===== src/rtl/raybox_spi_pkg.sv =====
// raybox_spi_pkg: shared widths, FSM state encoding and raybox register command codes.
// Used by the SPI master (raybox_spi_master_tx) and by receiver-side bench models.
package raybox_spi_pkg;
    localparam int DEF_CMD_W  = 4;
    localparam int DEF_DATA_W = 24;

    localparam logic [2:0] S_IDLE     = 3'd0;
    localparam logic [2:0] S_SETUP    = 3'd1;
    localparam logic [2:0] S_SHIFT_HI = 3'd2;
    localparam logic [2:0] S_SHIFT_LO = 3'd3;
    localparam logic [2:0] S_HOLD     = 3'd4;
    localparam logic [2:0] S_GAP      = 3'd5;

    typedef enum logic [2:0] {
        IDLE     = S_IDLE,
        SETUP    = S_SETUP,
        SHIFT_HI = S_SHIFT_HI,
        SHIFT_LO = S_SHIFT_LO,
        HOLD     = S_HOLD,
        GAP      = S_GAP
    } state_t;

    localparam logic [3:0] CMD_SKY     = 4'h0;
    localparam logic [3:0] CMD_FLOOR   = 4'h1;
    localparam logic [3:0] CMD_LEAK    = 4'h2;
    localparam logic [3:0] CMD_OTHER   = 4'h3;
    localparam logic [3:0] CMD_VSHIFT  = 4'h4;
    localparam logic [3:0] CMD_VINF    = 4'h5;
    localparam logic [3:0] CMD_MAPD    = 4'h6;
    localparam logic [3:0] CMD_TEXADD0 = 4'h7;
    localparam logic [3:0] CMD_TEXADD1 = 4'h8;
    localparam logic [3:0] CMD_TEXADD2 = 4'h9;
    localparam logic [3:0] CMD_TEXADD3 = 4'hA;
endpackage


===== src/rtl/spi_half_period_timer.sv =====
// spi_half_period_timer: down-counter that reloads on phase entry and flags terminal count.
// Ports:
//   clk, rst  - clock, asynchronous active-high reset
//   load      - reload the counter with load_val (asserted on the edge entering a phase)
//   load_val  - phase length minus one
//   tc        - high in the last cycle of the current phase
module spi_half_period_timer #(
    parameter int W = 2
) (
    input  logic         clk,
    input  logic         rst,
    input  logic         load,
    input  logic [W-1:0] load_val,
    output logic         tc
);
    logic [W-1:0] cnt;

    always_ff @(posedge clk or posedge rst)
        if (rst) cnt <= '0;
        else if (load) cnt <= load_val;
        else if (cnt != '0) cnt <= cnt - 1'b1;

    assign tc = cnt == '0;
endmodule


===== src/rtl/raybox_spi_master_tx.sv =====
// raybox_spi_master_tx: SPI mode-0 master sending {command, payload} frames MSB-first.
// Ports:
//   i_clk, i_reset     - clock, asynchronous active-high reset
//   i_valid / o_ready  - frame handshake; inputs sampled only on the accept cycle
//   i_cmd, i_data      - command field and right-aligned payload
//   i_len              - payload bit count, clamped to DATA_W
//   i_abort            - drop the frame in flight (ignored in IDLE and GAP)
//   o_csb, o_sclk, o_mosi - registered SPI pins
//   o_busy, o_done     - frame in progress / one-cycle normal completion pulse
module raybox_spi_master_tx
    import raybox_spi_pkg::*;
#(
    parameter int CMD_W      = DEF_CMD_W,
    parameter int DATA_W     = DEF_DATA_W,
    parameter int LEN_W      = 5,
    parameter int CLK_DIV    = 2,
    parameter int GAP_CYCLES = 4
) (
    input  logic              i_clk,
    input  logic              i_reset,
    input  logic              i_valid,
    output logic              o_ready,
    input  logic [CMD_W-1:0]  i_cmd,
    input  logic [DATA_W-1:0] i_data,
    input  logic [LEN_W-1:0]  i_len,
    input  logic              i_abort,
    output logic              o_csb,
    output logic              o_sclk,
    output logic              o_mosi,
    output logic              o_busy,
    output logic              o_done
);
    localparam int SR_W = CMD_W + DATA_W;
    localparam int BW   = $clog2(SR_W + 1);
    localparam int TMAX = (CLK_DIV > GAP_CYCLES) ? CLK_DIV : GAP_CYCLES;
    localparam int TW   = $clog2(TMAX + 1);
    localparam logic [LEN_W-1:0] DW_L = LEN_W'(DATA_W);

    state_t          state, nxt;
    logic [SR_W-1:0] sr, sr_nxt;
    logic [BW-1:0]   bits, bits_nxt;
    logic [LEN_W-1:0] len_c;
    logic [TW-1:0]   load_val;
    logic            load, tc, accept, abort_go, last_bit, shift_end, active_nxt;

    assign len_c     = (i_len > DW_L) ? DW_L : i_len;
    assign accept    = state == IDLE && i_valid;
    assign abort_go  = i_abort && state != IDLE && state != GAP;
    assign last_bit  = bits == BW'(1);
    assign shift_end = state == SHIFT_HI && tc;

    always_comb begin
        nxt = state;
        case (state)
            IDLE:             nxt = i_valid ? SETUP : IDLE;
            SETUP, SHIFT_LO:  nxt = tc ? SHIFT_HI : state;
            SHIFT_HI:         nxt = tc ? (last_bit ? HOLD : SHIFT_LO) : SHIFT_HI;
            HOLD:             nxt = tc ? GAP : HOLD;
            GAP:              nxt = tc ? IDLE : GAP;
            default:          nxt = IDLE;
        endcase
        if (abort_go) nxt = GAP;
    end

    // Every phase is a distinct state, so a state change marks a phase entry.
    assign load     = nxt != state;
    assign load_val = (nxt == GAP) ? TW'(GAP_CYCLES - 1) : TW'(CLK_DIV - 1);

    // Payload is left-justified under the command so the frame always leaves from the top bit.
    assign sr_nxt   = accept ? {i_cmd, i_data << (DW_L - len_c)} :
                      (shift_end && !last_bit) ? sr << 1 : sr;
    assign bits_nxt = accept ? BW'(CMD_W) + BW'(len_c) : shift_end ? bits - 1'b1 : bits;
    assign active_nxt = nxt != IDLE && nxt != GAP;

    spi_half_period_timer #(.W(TW)) u_timer (
        .clk(i_clk),
        .rst(i_reset),
        .load(load),
        .load_val(load_val),
        .tc(tc)
    );

    // Pins are registered from the next state so they change together with it.
    always_ff @(posedge i_clk or posedge i_reset)
        if (i_reset) begin
            state   <= IDLE;
            sr      <= '0;
            bits    <= '0;
            o_csb   <= 1'b1;
            o_sclk  <= 1'b0;
            o_mosi  <= 1'b0;
            o_ready <= 1'b1;
            o_busy  <= 1'b0;
            o_done  <= 1'b0;
        end else begin
            state   <= nxt;
            sr      <= sr_nxt;
            bits    <= bits_nxt;
            o_csb   <= !active_nxt;
            o_sclk  <= nxt == SHIFT_HI;
            o_mosi  <= active_nxt && sr_nxt[SR_W-1];
            o_ready <= nxt == IDLE;
            o_busy  <= nxt != IDLE;
            o_done  <= state == HOLD && tc && !abort_go;
        end
endmodule


===== config.mk =====
export PLATFORM = sky130hd
export DESIGN_NAME = raybox_spi_master_tx
export DESIGN_NICKNAME = d
export VERILOG_FILES = /design/src/rtl/raybox_spi_pkg.sv /design/src/rtl/spi_half_period_timer.sv /design/src/rtl/raybox_spi_master_tx.sv
export SDC_FILE = /design/constraint.sdc
export NUM_CORES = 1
export LEC_CHECK = 0
export ABC_AREA = 1
export ABC_CLOCK_PERIOD_IN_PS = 1900
export BUFFER_PORTS_ARGS = -buffer_cell sky130_fd_sc_hd__buf_2
export CORE_MARGIN = 4
export CORE_UTILIZATION = 57
export CTS_BUF_LIST = sky130_fd_sc_hd__clkbuf_4 sky130_fd_sc_hd__clkbuf_8 sky130_fd_sc_hd__clkbuf_16
export DETAILED_ROUTE_END_ITERATION = 10
export GPL_TIMING_DRIVEN = 0
export PLACE_DENSITY = 0.78
export SKIP_LAST_GASP = 1
export SYNTH_ARGS = -nofsm -noshare
export SYNTH_HDL_FRONTEND = slang
export SYNTH_SLANG_ARGS = --single-unit

===== constraint.sdc =====
create_clock -name i_clk -period 1.9 [get_ports i_clk]
set_input_delay 0 -clock i_clk [delete_from_list [all_inputs] [get_ports i_clk]]
set_output_delay 0 -clock i_clk [all_outputs]
set_load 0.03 [all_outputs]

# Word-level counts from Yosys, hierarchy flattened
# Cells that the tools add are included.
# totals
regBits,45
in_bits,37
out_inout_bits,6
wordCells,66
# op_classes
addsub,4
n_lt_le_gt_ge,1
eq_ne,11
n_shift,1
mux,16
reduce_logical,22
# op_table
operator,n
28-bit 2-to-1 mux,2
24-bit by 5-bit left shift with 24-bit output,1
3-bit 2-to-1 mux,7
5-bit 2-to-1 mux,3
3-bit one-hot mux with 5 select lines,1
3-bit by 2-bit equality test with 1-bit output (second input constant),3
3-bit equality test (second input constant),3
1-bit logical AND,9
3-bit zero test,3
3-bit nonzero test,3
3-bit inequality test (second input constant),2
2-bit nonzero test,3
3-bit by 5-bit adder with 5-bit output (first input constant),1
5-bit by 1-bit equality test with 1-bit output (second input constant),1
5-bit > comparator (second input constant),1
5-bit by 1-bit subtractor with 5-bit output (second input constant),1
5-bit subtractor (first input constant),1
3-bit by 1-bit equality test with 1-bit output (second input constant),1
1-bit zero test,3
3-bit inequality test,1
3-bit by 1-bit subtractor with 3-bit output (second input constant),1
1-bit 2-to-1 mux,2
2-bit 2-to-1 mux,1
2-bit OR reduction,1

# Longest topological paths before layout
# Gate-level depths: netlist (run 1).
# logic_depth
word_depth,8
depth_mapped,16
mapped_depth_nobuf,15

# Modules after synthesis
# Synthesis (run 1) repeated with hierarchy kept, for this count alone.
# unflattened
hier_cells,561
area_unflattened_um2,3702.3
# modules_own_cells
module,instances,cells_per_inst,area_per_inst_um2,seq_area_each_um2
raybox_spi_master_tx,1,528,3490.8,1053.5
spi_half_period_timer,1,33,211.5,75.1

# Least setup slack after synthesis (run 1)
# OpenSTA, ideal clock, no wires.
# synth_path
path_kind,in2reg
from,input port i_len[0]
to,register sr[20]
setup_time_ns,0.116
arrival_ns,1.603
required_time_ns,1.784
path_slack_ns,0.180
cell_stages,13
n_path_buf,3
cell_sequence,buf_2 > nand2_4 > buf_4 > ha_1 > clkinv_1 > clkbuf_1 > nand3_1 > nand3_1 > nand3_1 > nand3_1 > nand2_1 > nand2_1 > nand2_1
# synth_between
elab_chain_len,5
# synth_rtl
item,line_no,text
start: declaration,raybox_spi_master_tx.sv:25,"input logic [LEN_W-1:0] i_len,"
5-bit > comparator,raybox_spi_master_tx.sv:46,assign len_c = (i_len > DW_L) ? DW_L : i_len;
5-bit 2-to-1 mux (*),raybox_spi_master_tx.sv:46,
5-bit subtractor (*),raybox_spi_master_tx.sv:70,"assign sr_nxt = accept ? {i_cmd, i_data << (DW_L - len_c)} :"
24-bit by 5-bit left shift with 24-bit output (*),raybox_spi_master_tx.sv:70,
28-bit 2-to-1 mux (*),raybox_spi_master_tx.sv:70,
end signal: assignment,raybox_spi_master_tx.sv:97,sr <= sr_nxt;
end: declaration,raybox_spi_master_tx.sv:40,"logic [SR_W-1:0] sr, sr_nxt;"
# Every way passes the cells marked *; elsewhere a longest branch is shown, timed or not.
# A chain may end at the register's enable or synchronous reset.

# Worst setup path in the final report (run 1)
# layout_path
from,register state[1]
to,register sr[18]
# layout_between
elab_chain_len,4
word_cells_on_any_way,7
classes_between,eq/ne (1); mux (1); reduce/logical (5)
# layout_rtl
item,line_no,text
start: declaration,raybox_spi_master_tx.sv:39,"state_t state, nxt;"
start signal: assignment,raybox_spi_master_tx.sv:96,state <= nxt;
3-bit by 2-bit equality test with 1-bit output,raybox_spi_master_tx.sv:50,assign shift_end = state == SHIFT_HI && tc;
1-bit logical AND,raybox_spi_master_tx.sv:50,
1-bit logical AND,raybox_spi_master_tx.sv:71,(shift_end && !last_bit) ? sr << 1 : sr;
2-bit nonzero test (no line),n/a,
# Several ways; a longest one is shown, not always the timed one.

==> qor.yml, run 1 <==
die:
  boundaryPins: 43
  rows: 28
  die_w_um: 87.2
  die_area_um2: 7610
  die_h_um: 87.2
  initial_core_util_pct: 59.7
  coreArea_um2: 5990
setup_path:
  slowest_stage: "dfrtp_1"
  path_delay_family: "simple AND/OR/NAND/NOR gates"
  worst-setup-path-type: "register to register"
  critical_path.max_stage_delay_ns: 0.44
  crit_required_ns: 2.14
  cp_cell_sequence: "nor2_1 > nand2_1 > nor2_2 > buf_6 > clkinvlp_4 > buf_2 > nor2_1 > nand2_1 > nand2_1"
  crit_top_cell: "nand2_1"
  crit_fanout: 10
  path_buf_inv: 3
  arrival_ns: 2.06
  worstSetupEndpointType: "register"
  crit_path_start_kind: "register"
placed_design:
  hpwl_um: 7460
  pre_cts_slack_ns: -0.449
  gp_congestion: 0.979
  io_buffers: 41
logic_synthesis:
  avgSynthCellArea_um2: 6.46
  ys_warn_count: 0
  ys_ff_latch: 45
  syn-num-nets: 598
  synth_cells: 554
  syn_area_um2: 3580
  ys_types: 34
  ys_seq_area_share_pct: 31.5
clock_network:
  clockRootBuffer: "clkbuf_8"
  cts_tree: "done"
  clock_latency_ns: 0.29
  cts_sinks: 45
  cts_made_buffers: 5
  clockBufferDepth: 2
  cts_max_level: 2
  clk_pin_slew_ns: 0.08
layout:
  multiInputGateArea_um2: 2170
  fin_nets: 656
  fillCellCount: 543
  ff_latch_area_um2: 1130
  syn_to_final_growth_pct: 16.7
  drive_above_1_share_pct: 18.6
  insertedDiodeCount: 0
power:
  leakagePower_nw: 2.21
  finalPower_w: 0.00431
  ir_drop_v: 0.000765
  power_density_nw_per_um2: 1030
global_routing:
  grt.total_usage_pct: 26.9
  antenna_found_initial: 0
  grt_pass1_vias: 3709
  globalRoute.totalOverflow: 0
  grt_max_degree: 28
  grt_pass1_wl_um: 16500
timing:
  relSlewSlack_pct: 69.1
  max_freq_mhz: 550
  slew_violations: 0
  finalCriticalPeriod_ns: 1.82
  rsz0062_at_grt: "true"
  setup_tns_ns: 0
  period_share_pct: 95.7
  worstMarginPinSlew_ns: 0.463
  hold_viol: 0
  layout_setup_ws_ns: 0.0814
  setup_violations: 0
  fin_skew_ns: 0.00420
run:
  cap_viol_max_count: 0
route:
  dr_total_vias: 3957
  firstDrtPassIters: 5
  drt-total-wl_um: 9880
  ant_nets: 0
  detail_route.vias_per_cell: 5.75
  drtIter0Drc: 300
  drc_errors: 0
  routedWlPerCell_um: 14.4
status:
  run_status: "complete, no violations"
min_path:
  worstHoldPathType: "input pin to register"
## sequential cells by signal, summed over array words and instances (netlist names)
signal	flops
u_timer.cnt	3
bits	5
o_mosi	1
o_ready	1
o_sclk	1
state	3
sr	28
o_busy	1
o_done	1
o_csb	1
## cell usage in the layout (no fill, tap or decap), types with 8 or more instances in the layout
cell type	instances
a21oi_1	9
buf_2	48
dfrtp_1	43
inv_1	39
inv_2	8
nand2_1	200
nand3_1	130
nand3b_1	8
nor2_1	11
o211ai_1	11
o21ai_0	16
## final cells by class
cell class	count	area share, %
Tap cell	75	2.25
Clock buffer	8	2.19
Buffer	27	4.38
Multi-Input combinational cell	432	51.9
Inverter	50	4.67
Sequential cell	45	27.0
Timing Repair Buffer	51	7.61
## where the power goes
part	internal [W]	leakage [nW]	total, W	switching [W]
clock network	0.000305	0.0498	0.000615	0.000311
registers	0.00139	0.556	0.00161	0.000218
logic	0.000783	1.60	0.00208	0.00130
## worst register-to-register path: cells and delay by family (launching register included)
family	cells	cell delay, ns
buf+inv	3	0.60
flops	1	0.44
simple gates	6	0.73
## layer usage
| layer | track usage, % | wire, um |
|---|---|---|
| met5 | 0 | 0 |
| met3 | 4.45 | 748 |
| met2 | 44.8 | 4760 |
| met1 | 36.6 | 4260 |
| met4 | 6.28 | 112 |
## cells in the mapped netlist
library cell | number | area, um^2
xor2_1 | 2 | 17.5
o21ai_2 | 1 | 8.76
inv_1 | 43 | 161
buf_2 | 10 | 50.1
o21a_1 | 2 | 15.0
o221ai_1 | 3 | 26.3
o21ai_1 | 3 | 15.0
nand3_1 | 131 | 656
dfstp_2 | 2 | 52.6
nand3b_1 | 8 | 60.1
a21boi_0 | 1 | 7.51
nor2_4 | 2 | 22.5
nand2_1 | 202 | 758
inv_2 | 4 | 15.0
nor2_1 | 13 | 48.8
nand4_1 | 6 | 37.5
inv_4 | 1 | 6.26
clkbuf_1 | 8 | 30.0
and2_1 | 2 | 12.5
clkinv_1 | 2 | 7.51
xnor2_1 | 2 | 17.5
a21oi_1 | 9 | 45.0
dfrtp_1 | 43 | 1080
o211ai_1 | 11 | 82.6
nand3_2 | 1 | 10.0
buf_1 | 1 | 3.75
ha_1 | 7 | 87.6
buf_6 | 5 | 56.3
nor2_2 | 3 | 18.8
xor2_2 | 1 | 16.3
o21ai_0 | 16 | 80.1
buf_4 | 3 | 22.5
nand2_4 | 3 | 33.8
nand2_2 | 3 | 18.8
## per-stage QoR
| step | hold slack, ns | instance area (um^2) | cells | util (%) |
|---|---|---|---|---|
| after detailed placement | 0.0171 | 3900 | 671 | 65.0 |
| after floorplan | 0.102 | 3580 | 554 | - |
| after CTS | 0.0919 | 4080 | 684 | 68.0 |
| after global placement | 0.203 | 3880 | 670 | 64.7 |
| final | 0.0944 | 4180 | 688 | 69.7 |
| after global routing | 0.125 | 4180 | 688 | 69.7 |
## final timing paths
check                          from      end  slack [ns]  cells after the start
setup / recovery           state[1]   sr[18]        0.08                      9
hold / removal             i_len[2]  bits[2]        0.09                      4
setup reg to reg           state[1]   sr[18]        0.08                      9
hold reg to reg              sr[23]   sr[23]        0.48                      2
max in group asynchronous   i_reset  o_ready        1.10                      4
min in group asynchronous   i_reset   sr[25]        0.25                      3
## cell families (layout without fill, tap and decap cells)
logic type | count (synthesis) | in the layout | synth area share (%)
xor+xnor | 5 | 5 | 1.43
simple gates | 374 | 374 | 46.9
flops | 45 | 45 | 31.5
buf+inv | 77 | 136 | 9.86
fa+ha+maj | 7 | 7 | 2.45
compound gates | 46 | 46 | 7.83
## repair_timing
item / 4_1_cts / 5_1_grt
hold endpoints to repair: 22 / 0
cloned: 0 / 0
resized for setup: 14 / 18
hold buffers: 5 / 0
buffers inserted: 0 / 4
endpoints found under the setup margin: 30 / 33
pin swaps: 0 / 6
Power figures use the tool's default switching activity.
==> run 2: changes to the inputs <==
--- a/config.mk
+++ b/config.mk
@@ -9,11 +9,10 @@
 export ABC_CLOCK_PERIOD_IN_PS = 1900
 export BUFFER_PORTS_ARGS = -buffer_cell sky130_fd_sc_hd__buf_2
 export CORE_MARGIN = 4
-export CORE_UTILIZATION = 57
+export CORE_UTILIZATION = 25
 export CTS_BUF_LIST = sky130_fd_sc_hd__clkbuf_4 sky130_fd_sc_hd__clkbuf_8 sky130_fd_sc_hd__clkbuf_16
 export DETAILED_ROUTE_END_ITERATION = 10
 export GPL_TIMING_DRIVEN = 0
-export PLACE_DENSITY = 0.78
 export SKIP_LAST_GASP = 1
 export SYNTH_ARGS = -nofsm -noshare
 export SYNTH_HDL_FRONTEND = slang
==> qor.yml, run 2 (synthesis gave the netlist of run 1 again) <==
layout:
  top_register: "sr"
  final_cell_mix: "nand2_1 (199), nand3_1 (129), buf_2 (49), dfrtp_1 (43), inv_1 (39)"
  insertedDiodeCount: 0
  fin_area_um2: 4390
  fillCellCount: 1517
  layout_commonest_cell: "nand2_1"
  fin_nets: 660
  largest_register_ff_count: 28
  syn_to_final_growth_pct: 22.8
  reg_top3: "sr (28), bits (5)"
  drive_above_1_share_pct: 19.3
setup_path:
  arrival_ns: 1.92
  crit_required_ns: 2.08
  rrSetupSlack_ns: 0.15
  worstSetupEndpointType: "register"
  crit_fanout: 9
  crit_path_start_kind: "register"
  worst-setup-path-type: "register to register"
clock_network:
  cts_sinks: 45
  cts_max_level: 2
  cts_tree: "done"
  clock_latency_ns: 0.28
  clk_pin_slew_ns: 0.06
  clockRootBuffer: "clkbuf_16"
  clockBufferDepth: 2
  cts_made_buffers: 5
die:
  die_w_um: 128
  die_area_um2: 16300
  die_h_um: 128
  rows: 43
  coreArea_um2: 13900
  initial_core_util_pct: 25.7
  boundaryPins: 43
global_routing:
  grt.total_usage_pct: 12.6
  globalRoute.totalOverflow: 0
  grt_max_degree: 34
  grt_pass1_vias: 3654
  antenna_found_initial: 0
  grt_pass1_wl_um: 17000
timing:
  whs_ns: 0.0712
  period_share_pct: 91.9
  finalCriticalPeriod_ns: 1.75
  hold_viol: 0
  slew_violations: 0
  fin_skew_ns: 0.00629
  layout_setup_ws_ns: 0.154
  worstMarginPinSlew_ns: 0.418
  relSlewSlack_pct: 72.1
  max_freq_mhz: 573
  setup_violations: 0
power:
  leakagePower_nw: 2.26
  ir_drop_v: 0.000379
  power_density_nw_per_um2: 1020
route:
  dr_total_vias: 3790
  detail_route.vias_per_cell: 4.76
  drc_errors: 0
  firstDrtPassIters: 5
  routedWlPerCell_um: 12.6
  drtIter0Drc: 288
  drt-total-wl_um: 10100
  ant_nets: 0
placed_design:
  place_area_um2: 4030
  gp_congestion: 0.913
  pre_cts_slack_ns: -0.595
  io_buffers: 41
  hpwl_um: 7960
run:
  cap_viol_max_count: 0
min_path:
  worstHoldPathType: "input pin to register"
status:
  run_status: "complete, no violations"
-- run 2: critical path, cell delays in order, from the launching register on --
cell and delay [ns]:
dfrtp_1 0.38, inv_2 0.09, ha_4 0.14, nand2_4 0.09, o211ai_1 0.28, nand3_2 0.15
nand3b_1 0.20, nor2_2 0.12, inv_1 0.06, nand2_1 0.08, nor2_1 0.04
-- run 2: power breakdown --
group	leakage (nW)	total (W)	internal, W	switching [W]
Clock	0.0710	0.000860	0.000517	0.000343
Combinational	1.63	0.00204	0.000781	0.00126
Sequential	0.556	0.00160	0.00139	0.000208
Total	2.26	0.00450	0.00269	0.00181
-- run 2: metal layers --
metal	part of all wire, %	GRT usage [%]	vias up
li1	-	-	1938
met1	46	17.0	1763
met2	49	21.3	74
met3	4.4	2.30	15
met4	1.1	2.62	0
met5	0	0	-
-- run 2: timing repair --
action,in CTS,in global routing
gates resized for setup,15,19
hold endpoints to repair,49,0
hold buffers,5,0
buffers inserted,1,7
setup endpoints to repair,30,34
pin swaps,2,5
-- run 2: per-stage QoR --
step                cells  utilization [%]  power (W)  setup TNS [ns]
detailed placement    776             28.9    0.00352          -10.43
global placement      775             28.8    0.00350          -10.15
global route          797             31.5    0.00493        -0.00743
CTS                   790             30.7    0.00445               0
floorplan             554                -    0.00305               0
finish                797             31.5    0.00450               0
-- run 2: final cells by class --
class / instances / area [um^2] / share of cell area (%)
multi-input cells: 432 / 2160 / 49.3
repair buffers: 55 / 348 / 7.92
clock inverters: 1 / 7.51 / 0.171
plain buffers: 27 / 185 / 4.21
inverters: 50 / 195 / 4.44
well taps: 180 / 225 / 5.13
clock buffers: 7 / 140 / 3.19
flip-flops and latches: 45 / 1130 / 25.7
-- run 2: path summary, 6_finish.rpt --
path | startpoint | to | cells after the start
max | u_timer.cnt[0] | o_mosi | 10
min | i_cmd[3] | sr[27] | 4
max reg2reg | u_timer.cnt[0] | o_mosi | 10
min reg2reg | sr[25] | sr[25] | 2
max in group asynchronous | i_reset | sr[14] | 4
min in group asynchronous | i_reset | o_mosi | 3
==> run 3: changes to the inputs <==
--- a/config.mk
+++ b/config.mk
@@ -13,6 +13,8 @@
 export CTS_BUF_LIST = sky130_fd_sc_hd__clkbuf_4 sky130_fd_sc_hd__clkbuf_8 sky130_fd_sc_hd__clkbuf_16
 export DETAILED_ROUTE_END_ITERATION = 10
 export GPL_TIMING_DRIVEN = 0
+export PLACE_DENSITY = 0.39
+export REMOVE_ABC_BUFFERS = 1
 export SKIP_LAST_GASP = 1
 export SYNTH_ARGS = -nofsm -noshare
 export SYNTH_HDL_FRONTEND = slang
==> qor.yml, run 3 (synthesis gave the netlist of run 1 again) <==
status:
  run_status: "complete, no violations"
timing:
  fin_skew_ns: 0.0110
  setup_violations: 0
  setup_tns_ns: 0
  hold_viol: 0
  finalCriticalPeriod_ns: 1.80
  worstMarginPinSlew_ns: 0.525
  relSlewSlack_pct: 65.0
  max_freq_mhz: 555
  rsz0062_at_grt: "true"
  period_share_pct: 94.8
  slew_violations: 0
  layout_setup_ws_ns: 0.0995
route:
  ant_nets: 0
  detail_route.vias_per_cell: 4.78
  firstDrtPassIters: 4
  dr_total_vias: 3823
  routedWlPerCell_um: 14.6
  drc_errors: 0
  drt-total-wl_um: 11700
  drtIter0Drc: 242
placed_design:
  gp_congestion: 0.811
  pre_cts_slack_ns: -1.65
  io_buffers: 42
  hpwl_um: 7490
power:
  ir_drop_v: 0.000396
  power_density_nw_per_um2: 1040
  leakagePower_nw: 2.30
min_path:
  worstHoldPathType: "input pin to register"
clock_network:
  clockBufferDepth: 2
  clk_pin_slew_ns: 0.06
  clock_latency_ns: 0.29
  cts_made_buffers: 5
  clockRootBuffer: "clkbuf_16"
  cts_sinks: 45
  cts_max_level: 2
  cts_tree: "done"
setup_path:
  crit_fanout: 8
  cp_cell_sequence: "inv_2 > ha_4 > nand2_8 > o211ai_1 > nand3_2 > nand3b_1 > nor2_2 > inv_1 > nand2_1 > nor2_1"
  arrival_ns: 1.98
  slowest_stage: "dfrtp_1"
  worstSetupEndpointType: "register"
  worst-setup-path-type: "register to register"
  critical_path.max_stage_delay_ns: 0.39
  crit_path_start_kind: "register"
  crit_required_ns: 2.08
  rrSetupSlack_ns: 0.1
global_routing:
  grt_max_degree: 38
  antenna_found_initial: 0
  globalRoute.totalOverflow: 0
  grt.total_usage_pct: 14.2
  grt_pass1_wl_um: 18900
  grt_pass1_vias: 3762
layout:
  top_register: "sr"
  fin_nets: 663
  insertedDiodeCount: 0
  final_cell_mix: "nand2_1 (196), nand3_1 (127), dfrtp_1 (43), buf_2 (41), inv_1 (37)"
  largest_register_ff_count: 28
  drive_above_1_share_pct: 21.3
  syn_to_final_growth_pct: 28.6
  layout_commonest_cell: "nand2_1"
  reg_top3: "sr (28), bits (5)"
die:
  die_area_um2: 16300
  boundaryPins: 43
  coreArea_um2: 13900
  die_w_um: 128
  rows: 43
  die_h_um: 128
  initial_core_util_pct: 25.7
run:
  cap_viol_max_count: 0
## run 3: cell types whose count changed in the layout (fill, tap and decap cells not counted), sizes merged
cell / previous run / this run
nand2: 208 / 211
clkinv: 1 / 2
inv: 48 / 46
nor2: 18 / 21
clkinvlp: 2 / 3
clkbuf: 16 / 7
buf: 68 / 74
## run 3: repair_timing
action | 4_1_cts | 5_1_grt
endpoints found under the hold margin | 49 | 0
cloned | 4 | 2
pin swaps | 7 | 14
setup buffers | 16 | 15
gates resized for setup | 21 | 31
hold buffers | 5 | 0
endpoints found under the setup margin | 41 | 34
## run 3: cell type report
cell class	count	area, um^2
clock inverters	1	7.51
clock buffers	7	146
multi-input cells	438	2320
well taps	180	225
fillers	1563	9330
repair buffers	79	559
flip-flops and latches	45	1130
inverters	50	219
## run 3: layer usage
metal / track usage (%) / vias up / part of all wire [%]
li1: - / 1956 / -
met1: 19.8 / 1814 / 49
met2: 23.7 / 46 / 47
met3: 2.38 / 7 / 3.4
met4: 2.06 / 0 / 0.58
met5: 0 / - / 0
## run 3: path summary, 6_finish.rpt
| path | start | cells past startpoint | endpoint |
|---|---|---|---|
| min in group asynchronous | i_reset | 3 | u_timer.cnt[0] |
| worst max-delay path | u_timer.cnt[0] | 10 | o_mosi |
| max in group asynchronous | i_reset | 4 | sr[5] |
| worst min register to register | sr[20] | 2 | sr[20] |
| worst max register to register | u_timer.cnt[0] | 10 | o_mosi |
| worst min-delay path | i_cmd[3] | 4 | o_mosi |
## run 3: through the flow
step	instance area, um^2	std cells	hold slack (ns)	power [W]	utilization, %
floorplan	3410	527	0.102	0.00299	-
global placement	3850	749	0.217	0.00347	27.6
detailed placement	3870	750	-0.0656	0.00348	27.8
CTS	4340	783	0.0623	0.00458	31.1
global route	4600	800	0.0744	0.00526	33.0
finish	4600	800	0.0639	0.00481	33.0
## run 3: power by group
part           internal [W]  switching, W  total, W
combinational      0.000897       0.00140   0.00230
sequential          0.00139      0.000215   0.00160
clock              0.000539      0.000367  0.000906
## run 3: worst max-delay path: cells and delay by family, from the launching register on
kind            cells  cell delay, ns
compound gates      1            0.30
fa+ha+maj           1            0.17
buf+inv             2            0.17
flops               1            0.39
simple gates        6            0.67
